<file path="config.mk">
export PLATFORM = sky130hd
export DESIGN_NAME = barrel_shifter_pipe
export DESIGN_NICKNAME = d
export VERILOG_FILES = /design/src/rtl/barrel_shifter_pipe.sv
export SDC_FILE = /design/constraint.sdc
export NUM_CORES = 1
export LEC_CHECK = 0
export CAP_MARGIN = 20
export CELL_PAD_IN_SITES_DETAIL_PLACEMENT = 1
export CELL_PAD_IN_SITES_GLOBAL_PLACEMENT = 1
export CORE_ASPECT_RATIO = 0.7
export CORE_UTILIZATION = 26
export CTS_CLUSTER_SIZE = 24
export DETAILED_ROUTE_END_ITERATION = 6
export PLACE_DENSITY = 0.57
export SYNTH_ARGS = -nofsm -noshare
export SYNTH_HDL_FRONTEND = slang
export SYNTH_SLANG_ARGS = --single-unit
</file>
<file path="constraint.sdc">
create_clock -name clk -period 10.4 [get_ports clk]
set_input_delay 2.08 -clock clk [delete_from_list [all_inputs] [get_ports clk]]
set_output_delay 2.08 -clock clk [all_outputs]
set_load 0.05 [all_outputs]
</file>
<file path="src/rtl/barrel_shifter_pipe.sv">
// Pipelined SLL/SRL/SRA barrel shifter: one log-shifter layer per stage, valid/ready handshake,
// global stall. ROR support is compiled in only when BARREL_SHIFTER_ROTATE_EN is defined.
module barrel_shifter_pipe #(
    parameter int WIDTH = 32
) (
    input  logic             clk,
    input  logic             reset,
    input  logic             in_valid,
    output logic             in_ready,
    input  logic [WIDTH-1:0] dataA,
    input  logic [WIDTH-1:0] dataB,
    input  logic [5:0]       Signal,
    output logic             out_valid,
    input  logic             out_ready,
    output logic [WIDTH-1:0] dataOut,
    output logic             err,
    output logic             busy
);

    localparam int STAGES = $clog2(WIDTH);

    typedef enum logic [1:0] {
        OP_SLL = 2'd0,
        OP_SRL = 2'd1,
        OP_SRA = 2'd2,
        OP_ROR = 2'd3
    } op_t;

    // Slot 0 holds the raw accepted op; slot k+1 holds it after layer k; slot STAGES is the output.
    logic             valid_reg [0:STAGES];
    logic [WIDTH-1:0] data_reg  [0:STAGES];
    logic             err_reg   [0:STAGES];
    logic             sign_reg  [0:STAGES-1];
    op_t              op_reg    [0:STAGES-1];
    logic             ovf_reg   [0:STAGES-1];
    logic [STAGES-1:0] amt_reg  [0:STAGES-1];

    logic [WIDTH-1:0] layer_data [0:STAGES-1];
    logic [WIDTH-1:0] final_data;
    logic             adv;
    op_t              op_in;
    logic             err_in;

    function automatic logic [WIDTH-1:0] shift_layer(
        input logic [WIDTH-1:0] d,
        input logic             s,
        input op_t              op,
        input int               sh
    );
        logic [2*WIDTH-1:0] ext;
        logic [WIDTH-1:0]   res;
        ext = {{WIDTH{s}}, d};
        res = d;
        case (op)
            OP_SLL: res = d << sh;
            OP_SRL: res = d >> sh;
            OP_SRA: begin
                ext = ext >> sh;
                res = ext[WIDTH-1:0];
            end
`ifdef BARREL_SHIFTER_ROTATE_EN
            OP_ROR: res = (d >> sh) | (d << (WIDTH - sh));
`endif
            default: res = d;
        endcase
        return res;
    endfunction

    assign adv       = !valid_reg[STAGES] || out_ready;
    assign in_ready  = adv;
    assign out_valid = valid_reg[STAGES];
    assign dataOut   = data_reg[STAGES];
    assign err       = err_reg[STAGES];

    always_comb begin
        op_in  = OP_SLL;
        err_in = 1'b0;
        case (Signal)
            6'b000000: op_in = OP_SLL;
            6'b000010: op_in = OP_SRL;
            6'b000011: op_in = OP_SRA;
`ifdef BARREL_SHIFTER_ROTATE_EN
            6'b000110: op_in = OP_ROR;
`endif
            default:   err_in = 1'b1;
        endcase
    end

    genvar gi;
    generate
        for (gi = 0; gi < STAGES; gi++) begin : g_layer
            localparam int SH = 1 << gi;
            assign layer_data[gi] = amt_reg[gi][gi]
                ? shift_layer(data_reg[gi], sign_reg[gi], op_reg[gi], SH)
                : data_reg[gi];
        end
    endgenerate

    // Overshift and unsupported codes are resolved as the op enters the output slot.
    always_comb begin
        final_data = layer_data[STAGES-1];
        if (err_reg[STAGES-1]) begin
            final_data = '0;
        end else if (ovf_reg[STAGES-1] && op_reg[STAGES-1] != OP_ROR) begin
            final_data = (op_reg[STAGES-1] == OP_SRA) ? {WIDTH{sign_reg[STAGES-1]}} : '0;
        end
    end

    always_comb begin
        busy = 1'b0;
        for (int k = 0; k <= STAGES; k++) begin
            busy = busy | valid_reg[k];
        end
    end

    always_ff @(posedge clk) begin
        if (reset) begin
            for (int k = 0; k <= STAGES; k++) begin
                valid_reg[k] <= 1'b0;
                data_reg[k]  <= '0;
                err_reg[k]   <= 1'b0;
            end
            for (int k = 0; k < STAGES; k++) begin
                sign_reg[k] <= 1'b0;
                op_reg[k]   <= OP_SLL;
                ovf_reg[k]  <= 1'b0;
                amt_reg[k]  <= '0;
            end
        end else if (adv) begin
            valid_reg[0] <= in_valid;
            data_reg[0]  <= dataA;
            err_reg[0]   <= err_in;
            sign_reg[0]  <= dataA[WIDTH-1];
            op_reg[0]    <= op_in;
            ovf_reg[0]   <= |dataB[WIDTH-1:STAGES];
            amt_reg[0]   <= dataB[STAGES-1:0];
            for (int k = 0; k < STAGES; k++) begin
                valid_reg[k+1] <= valid_reg[k];
                err_reg[k+1]   <= err_reg[k];
                data_reg[k+1]  <= (k == STAGES - 1) ? final_data : layer_data[k];
            end
            for (int k = 1; k < STAGES; k++) begin
                sign_reg[k] <= sign_reg[k-1];
                op_reg[k]   <= op_reg[k-1];
                ovf_reg[k]  <= ovf_reg[k-1];
                amt_reg[k]  <= amt_reg[k-1];
            end
        end
    end

endmodule

</file>
==> results.md <==
* Max reg flops at 191
* Final Critical Period at 6.01 ns
* Drt wl/cell at 19.6 µm
* Yosys cell types at 48
* Worst Min Path Start: amt_reg[0][8]$_SDFFCE_PN0P_
* First-pass GRT wire length at 62,300 µm
* Status: finished, final reports clean
* Area growth, synth to finish at 16.0%
* Initial DRT Pass Iterations at 7
* R2r setup slk at 7.35 ns
* Fill cells at 5,823
* Worst slack, placed at 4.38 ns
* Final GP Congestion at 0.774
* Final hold viol count at 0
* Largest net degree at the start of global routing at 200
* Clock sinks at 238
* Worst hold stages at 1
* Mapped cell area at 13,700 µm²
* Ant. Diodes at 0
* Max H-tree Level at 1
* Synth warn at 0
* Routed WL at 39,100 µm
* Starting Density at 26.3%
* Top achievable clock speed at 166 MHz
* Setup Fix Bufs, Post-CTS at 0
* ANT nets after route at 0
* Total CTS buffers at 28
* Crit path max fanout at 6
* HPWL Detailed at 25,000 µm
* Reg2Reg Depth at 4
* Startpoint types: primary input
* Final Max Tran Viols at 0
* Vias/cell at 5.30
* Post-synthesis sequential element count at 238
* I/O pins at 110
* Port buffer count at 109
* WP data arrival at 3.93 ns
* Clock transition at path regs at 0.06 ns
* DR vias at 10,597
* Asr flop ratio synth at 0%
* Vias in the first global route at 10,657
* Fin nets at 1,372
* PwrDens at 141 nW/µm²
* Worst slew margin at 24.9%
* Main flop type after synthesis: edfxtp_1
* Clk root buf: clkbuf_16
* Net count after synthesis at 1,368
* Area of the die at 53,800 µm²
* Cells after DPL at 1,951
* Post-synth EDFFs at 238
* Leak at 0.00552 µW
* Total gr overflow at 0
* Worst Tran Pin Value at 1.13 ns
* Reg2reg end: data_reg[0][73]$_SDFFCE_PN0P_
* RR Startpoint: op_reg[0][3]$_SDFFCE_PN0P_
* Clock latency at the later pin of the worst-skew pair at 0.57 ns
* Met3 Use GR at 2.15%
* Final non-filler cell total at 1,999
* Worst endpoint required time at 8.32 ns
* CTS tree: yes
* Most frequent cells in the layout: 238 x edfxtp_1, 180 x and2_1, 109 x clkdlybuf4s50_1, 107 x nor2_1
* Syn avg cell area at 10.6 µm²
* RSZ-0062 raised after global routing: no
* Commonest non-fill, non-tap cell in the layout: edfxtp_1
* HP Class: reg2reg
* Max-Cap Viols at 0
* Initial DRC Count at 765
* Setup WS post-layout at 4.39 ns
* Met1 Use GR at 21.4%
* Final setup TNS at 0 ns
* CTS Buffer Depth at 3
* Chip height at 194 µm
* Synth Instances at 1,294
* Width of the die at 277 µm
* Tcrit/Tclk final at 57.8%
* # hold bufs at CTS at 0
* Hold Path Sink: amt_reg[0][13]$_SDFFCE_PN0P_
* Busiest grt layer: met1
* Rows at 70
* Initial antenna violation count at 0
* Final count of negative-setup-slack endpoints at 0
* Peak VDD IR at 0.000119 V
* Critical Path End Type: output pin
* CTS resizes at 0
* Crit Path Category: in2out
* Gr usage total at 14.3%
* DRC at 0
* Core ar. at 52,200 µm²
* GR Util met2 at 21.2%
* Share of layout cells above drive strength 1 at 6.01%
* Seq/Total Area, Yosys at 52.0%
* Clock Skew at 0.0289 ns
==> worst max-delay path: stages <==
cell             delay (ns)
clkdlybuf4s50_1        0.41
nor2b_1                0.51
inv_1                  0.19
clkdlybuf4s50_1        0.74
==> power breakdown <==
part	internal (µW)	total, µW	switching (µW)
Clock	514	915	401
Sequential	1100	1150	51.2
Combinational	81.2	179	97.4
Total	1690	2240	550
==> stage by stage <==
stage,total power (µW),hold slack (ns),area (µm²),util [%]
final,2240,0.517,15900,30.5
after global routing,2330,0.533,15900,30.5
after CTS,2280,0.521,15900,30.5
after detailed placement,1350,0.507,15100,28.9
after global placement,1340,0.504,15100,28.8
after floorplan,1260,0.497,13700,-
==> synth_stat cells (20+ instances only) <==
cell type / n / area (µm²)
clkbuf_1: 76 / 285
edfxtp_1: 238 / 7150
mux2i_1: 21 / 210
o21ai_0: 60 / 300
a211oi_1: 85 / 638
nor2b_1: 52 / 325
and2_1: 180 / 1130
a2111oi_0: 83 / 727
and3b_1: 20 / 175
a31oi_1: 32 / 200
buf_4: 43 / 323
a21oi_1: 55 / 275
buf_2: 33 / 165
o21a_1: 21 / 158
o22ai_1: 85 / 532
nor2_1: 108 / 405
==> cells by family (layout without fill, tap and decap cells) <==
kind of cell / Yosys count / in the layout / share of synthesized area [%]
buffers and inverters: 164 / 185 / 6.07
AOI/OAI and AO/OA: 455 / 455 / 22.6
muxes: 29 / 29 / 2.19
and+or+nand+nor: 408 / 408 / 17.1
DFF: 238 / 238 / 52.0
==> layer usage <==
metal	part of all wire, %	wire length (µm)
met5	0	0
met4	2.2	857
met3	4.2	1630
met2	42	16500
met1	51	20100
==> area by class of cell <==
cell class / instances / area [µm²] / area share [%]
clock inverters: 13 / 97.6 / 0.612
repair buffers: 131 / 1310 / 8.19
inverters: 7 / 26.3 / 0.165
flip-flops and latches: 238 / 7150 / 44.8
well taps: 684 / 856 / 5.37
multi-input cells: 892 / 5780 / 36.3
clock buffers: 34 / 723 / 4.54
==> worst max-delay path by stage <==
stage | startpoint | slack [ns] | cells past startpoint | endpoint
2_1_floorplan | reset | 1.98 | 1 | amt_reg[0][0]$_SDFFCE_PN0P_
3_3_place_gp | out_ready | 4.43 | 4 | in_ready
3_5_place_dp | out_ready | 4.38 | 4 | in_ready
4_1_cts | out_ready | 4.38 | 4 | in_ready
5_1_grt | out_ready | 4.33 | 4 | in_ready
6_report | out_ready | 4.39 | 4 | in_ready
Note: power is estimated with default switching activity, not from simulation.
